**config.mk**
```make
export PLATFORM = sky130hd
export DESIGN_NAME = mem_access_unit_flat
export DESIGN_NICKNAME = d
export VERILOG_FILES = /design/src/rtl/mem_access_unit_pkg.sv /design/src/rtl/mem_access_unit_if.sv /design/src/rtl/mem_access_unit_lsu_align.sv /design/src/rtl/mem_access_unit.sv /design/src/flat_wrapper.sv
export SDC_FILE = /design/constraint.sdc
export NUM_CORES = 1
export LEC_CHECK = 0
export ABC_AREA = 1
export BUFFER_PORTS_ARGS = -buffer_cell sky130_fd_sc_hd__buf_2
export CAP_MARGIN = 15
export CORE_MARGIN = 3
export CORE_UTILIZATION = 35
export CTS_BUF_LIST = sky130_fd_sc_hd__clkbuf_8
export DETAILED_ROUTE_END_ITERATION = 6
export PLACE_DENSITY_LB_ADDON = 0.12
export SETUP_SLACK_MARGIN = 0.02
export SLEW_MARGIN = 20
export SYNTH_ARGS = -nofsm -noshare
export SYNTH_HDL_FRONTEND = slang
export SYNTH_SLANG_ARGS = --single-unit
```
**constraint.sdc**
```tcl
create_clock -name clk -period 6.51 [get_ports clk]
set_clock_uncertainty 0.2 [all_clocks]
set_input_delay 1.6275 -clock clk [delete_from_list [all_inputs] [get_ports clk]]
set_output_delay 1.6275 -clock clk [all_outputs]
set_load 0.005 [all_outputs]
```
**src/rtl/mem_access_unit_pkg.sv**
```systemverilog
// Shared definitions for the memory access unit: width default, load/store width codes,
// FSM state encoding and request kind.
package mem_access_unit_pkg;

  localparam int XLEN_DEF = 32;

  localparam logic [2:0] F3_B  = 3'b000;
  localparam logic [2:0] F3_H  = 3'b001;
  localparam logic [2:0] F3_W  = 3'b010;
  localparam logic [2:0] F3_BU = 3'b100;
  localparam logic [2:0] F3_HU = 3'b101;

  typedef enum logic [1:0] {
    ST_IDLE  = 2'b00,
    ST_ISSUE = 2'b01,
    ST_DONE  = 2'b10,
    ST_ERR   = 2'b11
  } state_e;

  typedef enum logic [1:0] {
    K_FETCH = 2'b00,
    K_LOAD  = 2'b01,
    K_STORE = 2'b10
  } kind_e;

  // A fetch takes precedence over the write flag.
  function automatic kind_e decode_kind(input logic fetch, input logic write);
    if (fetch)      return K_FETCH;
    else if (write) return K_STORE;
    else            return K_LOAD;
  endfunction

endpackage

```
**src/rtl/mem_access_unit_if.sv**
```systemverilog
// Memory-side bus of the access unit: req/ready handshake with same-cycle completion.
interface mem_access_unit_if #(
  parameter int XLEN = 32
);
  logic            mem_req;
  logic            mem_we;
  logic [XLEN-1:0] mem_addr;
  logic [3:0]      mem_be;
  logic [XLEN-1:0] mem_wdata;
  logic            mem_ready;
  logic [XLEN-1:0] mem_rdata;

  modport master (
    output mem_req, mem_we, mem_addr, mem_be, mem_wdata,
    input  mem_ready, mem_rdata
  );

  modport slave (
    input  mem_req, mem_we, mem_addr, mem_be, mem_wdata,
    output mem_ready, mem_rdata
  );
endinterface

```
**src/rtl/mem_access_unit_lsu_align.sv**
```systemverilog
// Combinational lane logic: byte enables, store replication, load extraction/extension
// and alignment/legality checks for one access.
module lsu_align
  import mem_access_unit_pkg::*;
#(
  parameter int XLEN = XLEN_DEF
) (
  input  kind_e           kind,
  input  logic [2:0]      funct3,
  input  logic [1:0]      addr_lo,
  input  logic [XLEN-1:0] wdata,
  input  logic [XLEN-1:0] rdata,
  output logic [3:0]      be,
  output logic [XLEN-1:0] wdata_rep,
  output logic [XLEN-1:0] load_ext,
  output logic            misaligned,
  output logic            illegal
);

  logic [7:0]  byte_sel;
  logic [15:0] half_sel;

  assign byte_sel = rdata[{addr_lo, 3'b000} +: 8];
  assign half_sel = addr_lo[1] ? rdata[31:16] : rdata[15:0];

  always_comb begin
    // NOTE: every output gets a default first so no path through the case leaves one unassigned (no latch).
    be         = '0;
    wdata_rep  = wdata;
    load_ext   = rdata;
    misaligned = 1'b0;
    illegal    = 1'b0;

    if (kind == K_FETCH) begin
      be         = 4'b1111;
      misaligned = (addr_lo != 2'b00);
    end else begin
      case (funct3[1:0])
        2'b00: begin
          be        = 4'b0001 << addr_lo;
          wdata_rep = {4{wdata[7:0]}};
        end
        2'b01: begin
          be         = 4'b0011 << {addr_lo[1], 1'b0};
          wdata_rep  = {2{wdata[15:0]}};
          misaligned = addr_lo[0];
        end
        2'b10: begin
          be         = 4'b1111;
          misaligned = (addr_lo != 2'b00);
        end
        default: be = '0;
      endcase

      // Stores have no unsigned variants; loads have no 011/110/111 encodings.
      if (kind == K_STORE) illegal = (funct3 >= 3'b011);
      else                 illegal = (funct3 == 3'b011) || (funct3 == 3'b110) || (funct3 == 3'b111);
    end

    case (funct3)
      F3_B:    load_ext = {{(XLEN-8){byte_sel[7]}}, byte_sel};
      F3_BU:   load_ext = {{(XLEN-8){1'b0}}, byte_sel};
      F3_H:    load_ext = {{(XLEN-16){half_sel[15]}}, half_sel};
      F3_HU:   load_ext = {{(XLEN-16){1'b0}}, half_sel};
      F3_W:    load_ext = rdata;
      default: load_ext = rdata;
    endcase
  end

endmodule

```
**src/rtl/mem_access_unit.sv**
```systemverilog
// Multicycle fetch/load/store port between the core controller and the unified memory:
// IDLE -> ISSUE (bus handshake, timeout) -> DONE, or straight to ERR for illegal requests.
module mem_access_unit
  import mem_access_unit_pkg::*;
#(
  parameter int XLEN        = XLEN_DEF,
  parameter int TIMEOUT_CYC = 255
) (
  input  logic               clk,
  input  logic               rst,
  input  logic               req_valid,
  input  logic               req_fetch,
  input  logic               req_write,
  input  logic [2:0]         funct3,
  input  logic [XLEN-1:0]    addr,
  input  logic [XLEN-1:0]    wdata,
  output logic               busy,
  output logic               done,
  output logic               err,
  output logic [XLEN-1:0]    ir_out,
  output logic [XLEN-1:0]    mdr_out,
  mem_access_unit_if.master  bus
);

  localparam int CNT_W = $clog2(TIMEOUT_CYC + 1);

  state_e           state_q, state_d;
  kind_e            kind_q, kind_d;
  logic [2:0]       funct3_q, funct3_d;
  logic [XLEN-1:0]  addr_q, addr_d;
  logic [XLEN-1:0]  wdata_q, wdata_d;
  logic [CNT_W-1:0] cnt_q, cnt_d;
  logic [XLEN-1:0]  ir_q, ir_d;
  logic [XLEN-1:0]  mdr_q, mdr_d;

  logic             idle;
  kind_e            al_kind;
  logic [2:0]       al_funct3;
  logic [1:0]       al_addr_lo;
  logic [XLEN-1:0]  al_wdata;
  logic [3:0]       al_be;
  logic [XLEN-1:0]  al_wdata_rep;
  logic [XLEN-1:0]  al_load_ext;
  logic             al_misaligned;
  logic             al_illegal;

  // The aligner checks the raw request while idle, then works from the latched copy.
  assign idle       = (state_q == ST_IDLE);
  assign al_kind    = idle ? decode_kind(req_fetch, req_write) : kind_q;
  assign al_funct3  = idle ? funct3 : funct3_q;
  assign al_addr_lo = idle ? addr[1:0] : addr_q[1:0];
  assign al_wdata   = idle ? wdata : wdata_q;

  lsu_align #(.XLEN(XLEN)) u_align (
    .kind       (al_kind),
    .funct3     (al_funct3),
    .addr_lo    (al_addr_lo),
    .wdata      (al_wdata),
    .rdata      (bus.mem_rdata),
    .be         (al_be),
    .wdata_rep  (al_wdata_rep),
    .load_ext   (al_load_ext),
    .misaligned (al_misaligned),
    .illegal    (al_illegal)
  );

  always_comb begin
    state_d  = state_q;
    kind_d   = kind_q;
    funct3_d = funct3_q;
    addr_d   = addr_q;
    wdata_d  = wdata_q;
    cnt_d    = cnt_q;
    ir_d     = ir_q;
    mdr_d    = mdr_q;

    case (state_q)
      ST_IDLE: begin
        cnt_d = '0;
        if (req_valid) begin
          kind_d   = al_kind;
          funct3_d = funct3;
          addr_d   = addr;
          wdata_d  = wdata;
          state_d  = (al_misaligned || al_illegal) ? ST_ERR : ST_ISSUE;
        end
      end
      ST_ISSUE: begin
        cnt_d = cnt_q + CNT_W'(1);
        if (bus.mem_ready) begin
          state_d = ST_DONE;
          if (kind_q == K_FETCH)     ir_d  = bus.mem_rdata;
          else if (kind_q == K_LOAD) mdr_d = al_load_ext;
        end else if (cnt_d == CNT_W'(TIMEOUT_CYC)) begin
          state_d = ST_ERR;
        end
      end
      ST_DONE: state_d = ST_IDLE;
      ST_ERR:  state_d = ST_IDLE;
      default: state_d = ST_IDLE;
    endcase
  end

  always_ff @(posedge clk or posedge rst) begin
    // NOTE: state registers use non-blocking assignments so every flop samples pre-edge values.
    if (rst) begin
      state_q  <= ST_IDLE;
      kind_q   <= K_FETCH;
      funct3_q <= '0;
      addr_q   <= '0;
      wdata_q  <= '0;
      cnt_q    <= '0;
      ir_q     <= '0;
      mdr_q    <= '0;
    end else begin
      state_q  <= state_d;
      kind_q   <= kind_d;
      funct3_q <= funct3_d;
      addr_q   <= addr_d;
      wdata_q  <= wdata_d;
      cnt_q    <= cnt_d;
      ir_q     <= ir_d;
      mdr_q    <= mdr_d;
    end
  end

  // Bus outputs are gated by ISSUE so an async reset drops them in the same instant.
  assign busy          = !idle;
  assign done          = (state_q == ST_DONE) || (state_q == ST_ERR);
  assign err           = (state_q == ST_ERR);
  assign ir_out        = ir_q;
  assign mdr_out       = mdr_q;
  assign bus.mem_req   = (state_q == ST_ISSUE);
  assign bus.mem_we    = bus.mem_req && (kind_q == K_STORE);
  assign bus.mem_addr  = bus.mem_req ? {addr_q[XLEN-1:2], 2'b00} : '0;
  assign bus.mem_be    = bus.mem_req ? al_be : 4'b0000;
  assign bus.mem_wdata = bus.mem_we ? al_wdata_rep : '0;

endmodule

```
**src/flat_wrapper.sv**
```systemverilog
// flat-port wrapper written by rule: the top's interface ports become plain ports
module mem_access_unit_flat import mem_access_unit_pkg::*;
#(
  parameter int XLEN        = XLEN_DEF,
  parameter int TIMEOUT_CYC = 255
)
  (clk, rst, req_valid, req_fetch, req_write, funct3, addr, wdata, busy, done, err, ir_out, mdr_out, bus_mem_req, bus_mem_we, bus_mem_addr, bus_mem_be, bus_mem_wdata, bus_mem_ready, bus_mem_rdata);
  mem_access_unit_if #(.XLEN(XLEN)) bus_i ();
  input  logic clk;
  input  logic rst;
  input  logic req_valid;
  input  logic req_fetch;
  input  logic req_write;
  input  logic [2:0] funct3;
  input  logic [XLEN-1:0] addr;
  input  logic [XLEN-1:0] wdata;
  output logic busy;
  output logic done;
  output logic err;
  output logic [XLEN-1:0] ir_out;
  output logic [XLEN-1:0] mdr_out;
  output wire logic [$bits(bus_i.mem_req)-1:0] bus_mem_req;
  output wire logic [$bits(bus_i.mem_we)-1:0] bus_mem_we;
  output wire logic [$bits(bus_i.mem_addr)-1:0] bus_mem_addr;
  output wire logic [$bits(bus_i.mem_be)-1:0] bus_mem_be;
  output wire logic [$bits(bus_i.mem_wdata)-1:0] bus_mem_wdata;
  input wire logic [$bits(bus_i.mem_ready)-1:0] bus_mem_ready;
  input wire logic [$bits(bus_i.mem_rdata)-1:0] bus_mem_rdata;
  assign bus_mem_req = bus_i.mem_req;
  assign bus_mem_we = bus_i.mem_we;
  assign bus_mem_addr = bus_i.mem_addr;
  assign bus_mem_be = bus_i.mem_be;
  assign bus_mem_wdata = bus_i.mem_wdata;
  assign bus_i.mem_ready = bus_mem_ready;
  assign bus_i.mem_rdata = bus_mem_rdata;
  mem_access_unit #(.XLEN(XLEN), .TIMEOUT_CYC(TIMEOUT_CYC)) u_core (.clk(clk), .rst(rst), .req_valid(req_valid), .req_fetch(req_fetch), .req_write(req_write), .funct3(funct3), .addr(addr), .wdata(wdata), .busy(busy), .done(done), .err(err), .ir_out(ir_out), .mdr_out(mdr_out), .bus(bus_i));
endmodule
```
# After elaboration in Yosys (flattened, before gate mapping)
# Cells that the tools add are included.
# word_totals
reg_bits	143
inputBits	105
out_inout_bits	137
word_cells	74
# op_classes
add_sub_neg	1
magnitude_cmp	1
eq_ne	17
n_shift	3
mux	25
bitwise	1
n_reduce_logical	18
# ops
cell	n
32-bit 2-to-1 mux	4
32-bit case mux with 4 select lines	1
32-bit case mux with 2 select lines	1
32-bit by 6-bit indexed part select with 8-bit output	1
16-bit 2-to-1 mux	1
2-bit 2-to-1 mux	8
8-bit case mux with 2 select lines	1
3-bit equality test, second input constant	4
4-bit case mux with 3 select lines	1
2-bit equality test, second input constant	5
8-bit by 1-bit adder with 8-bit output, second input constant	1
8-bit equality test, second input constant	1
2-bit zero test	4
4-bit 2-to-1 mux	2
2-bit by 1-bit equality test with 1-bit output, second input constant	3
2-bit case mux with 3 select lines	1
1-bit logical OR	4
2-bit AND reduction	2
4-bit AND reduction	1
2-bit nonzero test	2
1-bit by 2-bit left shift with 4-bit output, first input constant	1
2-bit by 2-bit left shift with 4-bit output, first input constant	1
3-bit by 1-bit equality test with 1-bit output, second input constant	1
3-bit by 2-bit equality test with 1-bit output, second input constant	1
other kinds (12)	14

# Longest topological paths before layout
# Gate-level depths: netlist of the first run.
# logic_depth
depth_word	11
depth_mapped	18
mapped_depth_nobuf	12

# By module
# A second synthesis of the first run with hierarchy kept.
# unflattened
cells_unflattened	997
hier_area_um2	7855.0
# modules_own_cells
module	n_inst	cells_each	area_per_inst_um2	seq_area_each_um2
mem_access_unit	1	712	6500.0	3578.4
lsu_align	1	285	1355.0	0.0

# Worst setup path before layout of the first run
# OpenSTA, ideal clock, no wires.
# synth_path
kind	input to output
start	input funct3[1]
end	output bus_mem_wdata[10]
t_arrival_ps	3265
required_time_ps	4682
slack_ps	1418
path_stages	11
n_path_buf	3
cell_sequence	inv_1 nand2_1 o21ai_4 buf_2 ha_1 clkbuf_1 inv_1 clkbuf_1 o22ai_1 nand2_1 a21oi_1
# synth_between
elab_chain_len	5
elab_cells_between_ends	6
cone_classes	eq/ne (1); mux (4); reduce/logical (1)
# synth_lines
element	line_no	source
from (decl)	flat_wrapper.sv:14	input logic [2:0] funct3;
3-bit 2-to-1 mux *	mem_access_unit.sv:50	assign al_funct3 = idle ? funct3 : funct3_q;
2-bit by 1-bit equality test with 1-bit output / 2-bit zero test (equally long branches)	mem_access_unit_lsu_align.sv:38	case (funct3[1:0])
32-bit case mux with 2 select lines *	mem_access_unit_lsu_align.sv:38	
32-bit 2-to-1 mux *	mem_access_unit_lsu_align.sv:34	if (kind == K_FETCH) begin
32-bit 2-to-1 mux *	mem_access_unit.sv:137	assign bus.mem_wdata = bus.mem_we ? al_wdata_rep : '0;
to (decl)	flat_wrapper.sv:26	output wire logic [$bits(bus_i.mem_wdata)-1:0] bus_mem_wdata;
# Every way passes the cells marked *; elsewhere a longest branch is shown, timed or not.

# Final worst setup path of the first run
# layout_path
start	input funct3[1]
end	output bus_mem_wdata[16]
# Same word-level chain as after synthesis.

==> flow_summary_export.csv, run 1 <==
group,metric,value,unit
status,status,"finished, final reports clean",
detailed_routing,drtAntennaViolNets,0,
critical_path,cp_data_required_time,4.68,ns
placed_design,pre_cts_ws,1.06,ns
placed_design,gp_congestion,0.806,
yosys,synth_most_common_cell,"nand2_1",
detailed_routing,route.detailed.drc,0,
power_and_ir_drop,p_switching,1940,uW
critical_path,regToRegSetupSlack,2.93,ns
sta,fmax,182,MHz
detailed_routing,drt-wirelength-per-cell,15.0,um
global_route,grt_pass1_wl,36500,um
yosys,syn_area_per_cell,7.34,sq um
clocking,postCtsResizedCells,0,
critical_path,timing.rr.start,"u_core.state_q[1]",
global_route,antenna_found_initial,9,
worst_hold_path,hold_depth,2,
clocking,postCtsHoldBufs,0,
detailed_routing,drt-initial-drc-count,383,
clocking,clk_latency,0.46,ns
sta,worst_slew_pin_slew,0.902,ns
yosys,yosysSeqAreaShare,0.470,
detailed_routing,wl_met2,10700,um
critical_path,critical_path_class,"primary input to output pin",
detailed_routing,dr_total_vias,7116,
clocking,cts_made_buffers,17,
critical_path,worstPathMaxFanout,18,
critical_path,worstReg2RegEnd,"u_core.mdr_out[29]",
yosys,synth_ff_type,"dfrtp_1",
global_route,grt_max_degree,89,
sta,fin_crit_sh,0.842,
finish,layout.nets,1360,
critical_path,worstRegToRegCells,10,
power_and_ir_drop,pwr-share-seq,0.342,
yosys,synth_top_area_cell,"dfrtp_1",
sta,final.setup.worst_slack,1.03,ns
global_route,grt-ovfl-total,0,
floorplan,die_w,154,um
floorplan,rows,53,
worst_hold_path,hold_end,"u_core.funct3_q[2]",
power_and_ir_drop,p_leak,0.00536,uW
detailed_routing,dr.pass1.iters,5,
detailed_routing,routed_wl,23000,um
worst_hold_path,hp-class,"flip-flop to flip-flop",
power_and_ir_drop,internal_power,2390,uW
yosys,synth.area.top_cells,"dfrtp_1, nand2_1, o21ai_0, inv_1, a21oi_1",
global_route,grt.total_usage,0.192,
sta,setup_tns,0,ns
yosys,synth_edf_count,0,
yosys,synth.top_cell.area_share,0.470,
global_route,grt_pass1_vias,6739,
power_and_ir_drop,pwr-share-clk,0.179,
flow_run,drv_cap,0,
critical_path,worstPathArrival,3.65,ns
yosys,syn_inst,1038,
sta,setup_viol,0,
detailed_routing,m1WireLength,10500,um
yosys,synth.cell_area,7610,sq um
sta,hold_viol_final,0,
power_and_ir_drop,p_comb_frac,0.479,
clocking,clockBufferDepth,2,
detailed_routing,viasPerCell,4.63,
power_and_ir_drop,vdd_ir_drop_max,0.164,mV
sta,fin_crit,5.48,ns
floorplan,dieArea,23600,sq um
power_and_ir_drop,p_sw_frac,0.448,
yosys,synth.distinct_cells,35,
sta,slew_headroom,0.396,
clocking,cts_root_buffer,"clkbuf_8",
floorplan,start_util,0.359,
floorplan,die_h,154,um
clocking,cts_tree,"yes",
power_and_ir_drop,p_per_area,461,nW/um^2
yosys,async_reset_ff_frac,1.00,
floorplan,coreArea,21200,sq um
detailed_routing,dr_wl_met3,1460,um
yosys,yosys-top-cells-count,"nand2_1, o21ai_0, inv_1",
floorplan,ios,242,
sta,rsz0062_at_grt,"false",
clocking,path_clk_slew,0.08,ns
finish,layout-drive-gt1-share,0.259,
critical_path,cp-start-kind,"primary input",
clocking,cts_setup_buffers,0,
worst_hold_path,hold_start,"u_core.funct3_q[2]",
yosys,synth-seq-cells,143,
clocking,cts.htree.levels,4,
yosys,yosys_warnings,0,
sta,final_max_slew_viol_count,0,
placed_design,place_hpwl,16400,um
placed_design,io_buffers,239,
critical_path,endpoint_kind,"output pin",
detailed_routing,maxUsedRoutingLayer,"met5",
finish,areaGrowthSynthToFinish,23.5,%
finish,nFillCells,2281,
clocking,clock_sinks,143,
-- stage by stage --
step / hold slack, ns / instance area (sq um) / utilization / power (uW) / std cells
3_5_place_dp: 0.259 / 8980 / 0.423 / 3590 / 1505
5_1_grt: 0.295 / 9410 / 0.443 / 4750 / 1538
2_1_floorplan: 0.237 / 7620 / - / 2870 / 1039
6_report: 0.277 / 9410 / 0.443 / 4330 / 1538
3_3_place_gp: 0.254 / 8980 / 0.423 / 3570 / 1505
4_1_cts: 0.280 / 9400 / 0.443 / 4380 / 1537
-- routing by layer --
layer  global-route usage  vias to the layer above
li1                     -                     3665
met1                0.256                     3202
met2                0.309                      199
met3               0.0552                       34
met4               0.0513                       16
met5                    0                        -
-- kinds of logic after synthesis --
family | count (synthesis) | synth area share
adder cells (fa/ha/maj) | 6 | 0.00986
flip-flops | 143 | 0.470
multiplexers | 7 | 0.0104
AO/OA/AOI/OAI | 246 | 0.168
other | 1 | 0.000492
XOR/XNOR | 3 | 0.00345
buffers and inverters | 229 | 0.119
AND/OR/NAND/NOR | 403 | 0.219
-- registers in the layout, summed over array words and instances (netlist names) --
register	flops
u_core.state_q	2
u_core.funct3_q	3
u_core.cnt_q	8
u_core.wdata_q	32
u_core.kind_q	2
u_core.addr_q	32
u_core.mdr_out	32
u_core.ir_out	32
-- worst max path at each step --
stage,startpoint,to,cells past startpoint
floorplan,rst,u_core.addr_q[0],1
global placement,funct3[1],bus_mem_wdata[16],10
detailed placement,funct3[1],bus_mem_wdata[22],10
CTS,funct3[1],bus_mem_wdata[16],10
global route,funct3[0],bus_mem_wdata[23],9
finish,funct3[1],bus_mem_wdata[16],10
-- layout by cell type (no fill, tap or decap), drive strengths merged --
cell type | netlist | final
clkinv | 2 | 3
o211ai | 5 | 5
or2 | 26 | 26
a21oi | 51 | 51
nand4 | 9 | 9
nand2 | 291 | 291
inv | 172 | 183
a21boi | 1 | 1
xor2 | 2 | 2
ha | 6 | 6
dfrtp | 143 | 143
diode | 0 | 1
xnor2 | 1 | 1
o22ai | 15 | 15
nor3 | 3 | 3
mux2 | 7 | 7
buf | 23 | 246
o21ai | 174 | 174
nor2 | 59 | 59
clkinvlp | 0 | 1
nand3 | 15 | 15
bufinv | 0 | 2
conb | 1 | 2
clkbuf | 32 | 17
-- worst max-delay path: stages --
cell and delay, ns:
buf_2 0.10, inv_1 0.06, nand2_1 0.08, o21ai_4 0.14
ha_1 0.23, clkinv_1 0.49, a21oi_2 0.61, nand2_1 0.09
o21ai_0 0.09, buf_2 0.14
-- layout make-up --
type	count	area, sq um	share of cell area
antenna	1	2.50	0.000266
clock buffer	17	234	0.0249
clock inverter	15	188	0.0200
inverter	174	661	0.0702
multi-input combinational	667	3150	0.335
sequential	143	3580	0.380
tap	275	344	0.0366
timing repair buffer	246	1250	0.133
-- power by group through the flow --
stage                     logic, uW  registers (uW)  clock network [uW]
after floorplan                1390            1480                   0
after global placement         2070            1490                   0
after detailed placement       2090            1500                   0
after CTS                      2100            1480                 797
after global routing           2370            1540                 840
final                          2070            1480                 777
Power figures use the tool's default switching activity.
==> inputs of run 2 (changes only) <==
==> constraint.sdc (replaced) <==
create_clock -name clk -period 4.75 [get_ports clk]
set_clock_uncertainty 0.2 [all_clocks]
set_input_delay 1.1875 -clock clk [delete_from_list [all_inputs] [get_ports clk]]
set_output_delay 1.1875 -clock clk [all_outputs]
set_load 0.005 [all_outputs]
==> run 2 against run 1 <==
  * Total power increased by 36%
  * Cell count increased by 0.20%
  * Hold slack about the same
  * Global-route usage increased by 0.28 points
  * Sequential power increased by 38%
  * Clock-buffer cell count unchanged
  * Utilization increased by 0.13 points
  * Die area unchanged
  * Setup slack got worse by 0.71 ns
  * First-iteration DRC count decreased by 3.9%
  * Register-to-register slack got worse by 1.2 ns
==> flow_summary_export.csv, run 2 (synthesized netlist as in run 1, its figures left out) <==
group,metric,value,unit
detailed_routing,route.detailed.drc,0,
clocking,cts_tree,"yes",
worst_hold_path,hp-class,"flip-flop to flip-flop",
clocking,clk_latency,0.45,ns
finish,final_cell_count_no_fill,1541,
sta,worst_slew_pin_slew,0.818,ns
sta,setup_tns,0,ns
critical_path,cp_common_cell,"nand2_1",
finish,layout-drive-gt1-share,0.260,
finish,final_cell_mix,"nand2_1, buf_2, o21ai_0",
critical_path,slowest_delay,0.51,ns
finish,areaGrowthSynthToFinish,23.9,%
finish,antenna_cells,0,
sta,hold_viol_final,0,
sta,final.setup.worst_slack,0.317,ns
sta,fmax,226,MHz
detailed_routing,routed_wl,23000,um
sta,whs,0.277,ns
critical_path,cp-start-kind,"flip-flop",
sta,final_max_slew_viol_count,0,
placed_design,pre_cts_ws,0.355,ns
global_route,grt_max_degree,144,
detailed_routing,drt-wirelength-per-cell,14.9,um
floorplan,ios,242,
power_and_ir_drop,vdd_ir_drop_max,0.235,mV
global_route,grt-ovfl-total,0,
sta,setup_viol,0,
clocking,clockBufferDepth,2,
global_route,grt_pass1_vias,7098,
status,status,"finished, final reports clean",
placed_design,dp_cells,1510,
detailed_routing,dr_total_vias,7142,
clocking,cts_setup_buffers,0,
clocking,postCtsHoldBufs,0,
placed_design,place_hpwl,16500,um
clocking,clock_sinks,143,
finish,mostFrequentLayoutCell,"nand2_1",
global_route,grt_pass1_wl,37200,um
floorplan,coreArea,21200,sq um
critical_path,critical_path_class,"flip-flop to output pin",
global_route,antenna_found_initial,6,
floorplan,die_w,154,um
finish,layout.nets,1365,
floorplan,dieArea,23600,sq um
placed_design,io_buffers,239,
detailed_routing,drtAntennaViolNets,0,
clocking,cts.htree.levels,4,
critical_path,worstPathMaxFanout,39,
detailed_routing,viasPerCell,4.63,
floorplan,die_h,154,um
power_and_ir_drop,p_per_area,626,nW/um^2
clocking,cts_root_buffer,"clkbuf_8",
placed_design,gp_congestion,0.804,
clocking,cts_made_buffers,17,
sta,fin_crit_sh,0.933,
critical_path,crit_chain,"nor2_4 -> nand2_1 -> o21ai_4 -> buf_4 -> nand2_4 -> a21oi_2 -> nand2_1 -> o21ai_0 -> buf_2",
critical_path,worstPathArrival,3.05,ns
sta,slew_headroom,0.455,
global_route,grt.total_usage,0.195,
finish,post-route-util,0.445,
detailed_routing,drt-initial-drc-count,368,
floorplan,rows,53,
flow_run,drv_cap,0,
floorplan,start_util,0.359,
sta,rsz0062_at_grt,"false",
detailed_routing,dr.pass1.iters,4,
critical_path,cp_data_required_time,3.36,ns
clocking,postCtsResizedCells,0,
clocking,path_clk_slew,0.09,ns
critical_path,cpMaxStageDelayCell,"dfrtp_1",
sta,fin_crit,4.43,ns
critical_path,endpoint_kind,"output pin",
power_and_ir_drop,p_leak,0.00537,uW
==> run 2: stage by stage <==
step / total power, uW / instance area (sq um)
after global placement: 4920 / 9030
after detailed placement: 4960 / 9030
final: 5910 / 9430
after global routing: 6500 / 9430
after floorplan: 3930 / 7620
after CTS: 6000 / 9430
==> run 2: power by group <==
part	switching (uW)	total, uW	internal (uW)
registers	268	2040	1770
logic	1820	2850	1040
clock network	497	1010	517
total	2580	5910	3330
==> run 2: final timing paths <==
check | from | to | slack, ns | cells after the start
worst max register to register | u_core.state_q[1] | u_core.mdr_out[26] | 1.71 | 11
worst min-delay path | u_core.wdata_q[31] | u_core.wdata_q[31] | 0.28 | 2
worst min register to register | u_core.wdata_q[31] | u_core.wdata_q[31] | 0.28 | 2
worst max-delay path | u_core.state_q[1] | bus_mem_wdata[21] | 0.32 | 9
min in group asynchronous | rst | u_core.ir_out[30] | 0.73 | 3
max in group asynchronous | rst | u_core.wdata_q[30] | 2.98 | 3
==> run 2: per-layer routing <==
| layer | track usage | vias up | routed length, um |
|---|---|---|---|
| met5 | 0 | - | 84 |
| met4 | 0.0488 | 12 | 330 |
| met3 | 0.0557 | 32 | 1500 |
| met2 | 0.315 | 199 | 10600 |
| met1 | 0.259 | 3247 | 10400 |
| li1 | - | 3652 | - |
==> run 2: final cells by class <==
cell class,instances,area (sq um)
Multi-Input combinational cell,667,3150
Timing Repair Buffer,251,1300
Clock inverter,14,169
Clock buffer,17,234
Fill cell,2281,11800
Tap cell,275,344
Sequential cell,143,3580
Inverter,174,659
==> run 2: critical path, delay by kind of cell (launching register included) <==
family	cells	cell delay [ns]
AND/OR/NAND/NOR	4	0.84
AO/OA/AOI/OAI	3	0.66
buffers and inverters	2	0.57
flip-flops	1	0.51
==> inputs of run 3 (changes only) <==
--- a/config.mk
+++ b/config.mk
@@ -9,7 +9,7 @@
 export BUFFER_PORTS_ARGS = -buffer_cell sky130_fd_sc_hd__buf_2
 export CAP_MARGIN = 15
 export CORE_MARGIN = 3
-export CORE_UTILIZATION = 35
+export CORE_UTILIZATION = 45
 export CTS_BUF_LIST = sky130_fd_sc_hd__clkbuf_8
 export DETAILED_ROUTE_END_ITERATION = 6
 export PLACE_DENSITY_LB_ADDON = 0.12
==> run 3 against run 2 <==
  * The run now ends with design-rule violations left
  * Sequential power about the same
  * Total power increased by 0.69%
  * Clock power about the same
  * First-iteration DRC count increased by 24%
  * Register-to-register slack got worse by 0.23 ns
  * Largest cell class unchanged
  * Clock-buffer cell count increased by 3
  * Routed wire length decreased by 6.2%
  * Cell area decreased by 0.20%
==> flow_summary_export.csv, run 3 (synthesized netlist as in run 1, its figures left out) <==
group,metric,value,unit
status,status,"finished with violations",
status,violations,"design-rule violations",
clocking,clk_latency,0.45,ns
floorplan,start_util,0.469,
floorplan,coreArea,16200,sq um
critical_path,crit_chain,"buf_2 -> inv_1 -> nand2_1 -> o21ai_4 -> buf_6 -> ha_1 -> clkinvlp_4 -> a21oi_4 -> nand2_1 -> o21ai_0 -> buf_2",
critical_path,worstPathMaxFanout,43,
placed_design,gp_congestion,0.844,
sta,hold_viol_final,0,
floorplan,die_h,136,um
finish,nFillCells,1602,
critical_path,critical_path_class,"primary input to output pin",
clocking,cts_made_buffers,17,
sta,fin_crit,4.58,ns
sta,slew_headroom,0.451,
critical_path,cp_data_required_time,3.36,ns
detailed_routing,dr.pass1.iters,7,
critical_path,timing.rr.start,"u_core.state_q[1]",
power_and_ir_drop,finalPower,5950,uW
floorplan,rows,46,
clocking,clock_sinks,143,
sta,final_max_slew_viol_count,0,
global_route,grt-ovfl-total,0,
power_and_ir_drop,p_per_area,632,nW/um^2
floorplan,dieArea,18500,sq um
critical_path,cpMaxStageDelayCell,"a21oi_4",
finish,layout-drive-gt1-share,0.264,
finish,regArea,3580,sq um
clocking,clockBufferDepth,2,
finish,mostFrequentLayoutCell,"nand2_1",
power_and_ir_drop,p_leak,0.00540,uW
global_route,antenna_found_initial,3,
floorplan,ios,242,
detailed_routing,drt-wirelength-per-cell,14.5,um
floorplan,die_w,136,um
detailed_routing,drtAntennaViolNets,0,
detailed_routing,viasPerCell,4.90,
sta,fmax,218,MHz
clocking,path_clk_slew,0.07,ns
flow_run,drv_cap,0,
critical_path,slowest_delay,0.39,ns
sta,setup_viol,0,
sta,setup_tns,0,ns
clocking,postCtsHoldBufs,0,
detailed_routing,route.detailed.drc,1,
global_route,grt_pass1_vias,6827,
sta,rsz0062_at_grt,"false",
global_route,grt_max_degree,80,
finish,areaGrowthSynthToFinish,23.6,%
clocking,cts_root_buffer,"clkbuf_8",
critical_path,endpoint_kind,"output pin",
finish,multi_input_area,3160,sq um
placed_design,place_hpwl,15800,um
placed_design,io_buffers,239,
detailed_routing,dr_total_vias,7289,
worst_hold_path,hold_start,"u_core.wdata_q[16]",
finish,final_cell_mix,"nand2_1, buf_2, o21ai_0",
power_and_ir_drop,vdd_ir_drop_max,0.253,mV
clocking,cts_tree,"yes",
clocking,cts.htree.levels,4,
sta,worst_slew_pin_slew,0.822,ns
global_route,grt.total_usage,0.231,
critical_path,cp-start-kind,"primary input",
detailed_routing,drt-initial-drc-count,458,
critical_path,startpoint,"funct3[1]",
global_route,grt_pass1_wl,34000,um
critical_path,worstPathArrival,3.19,ns
finish,layout.nets,1368,
detailed_routing,routed_wl,21500,um
worst_hold_path,hp-class,"flip-flop to flip-flop",
sta,fin_crit_sh,0.964,
==> run 3: what timing repair did <==
action	4_1_cts	5_1_grt
buffers inserted	0	0
endpoints found under the hold margin	0	0
setup endpoints to repair	0	23
gates resized for setup	0	4
==> run 3: worst max-delay path: cells and delay by family <==
family / cells / cell delay, ns
compound gates: 3 / 0.60
simple gates: 2 / 0.19
fa+ha+maj: 1 / 0.29
buf+inv: 5 / 0.93
==> run 3: layout make-up <==
cell class,count,area share
diodes,1,0.000266
flip-flops and latches,143,0.380
multi-input cells,667,0.335
clock inverters,12,0.0150
well taps,216,0.0287
clock buffers,20,0.0292
repair buffers,254,0.141
inverters,174,0.0704
==> run 3: through the flow <==
stage	utilization	std cells	setup slack (ns)	hold WS, ns	area (sq um)
global placement	0.553	1454	0.253	0.255	8980
finish	0.580	1487	0.172	0.277	9420
CTS	0.579	1486	0.0523	0.279	9400
global route	0.580	1487	0.00489	0.297	9420
floorplan	-	1039	0.538	0.237	7620
detailed placement	0.553	1454	0.145	0.260	8980
==> run 3: power by group <==
group          switching (uW)  internal [uW]  leakage, uW
combinational            1810           1060      0.00340
clock                     478            556     0.000217
sequential                272           1770      0.00178
total                    2560           3380      0.00540
==> run 3: layer usage <==
layer	wire length (um)	vias up	part of all wire	GRT usage
met5	27	-	0.0013	0
met4	399	4	0.019	0.0728
li1	-	3664	-	-
met1	9480	3358	0.44	0.307
met2	10100	230	0.47	0.374
met3	1510	33	0.070	0.0570
==> run 3: path summary, 6_finish.rpt <==
check / to / slack (ns) / cells past startpoint
max: bus_mem_wdata[21] / 0.17 / 11
min: u_core.wdata_q[16] / 0.28 / 2
max reg2reg: u_core.mdr_out[21] / 1.48 / 11
min reg2reg: u_core.wdata_q[16] / 0.28 / 2
max in group asynchronous: u_core.state_q[1] / 2.84 / 3
min in group asynchronous: u_core.ir_out[30] / 0.68 / 2
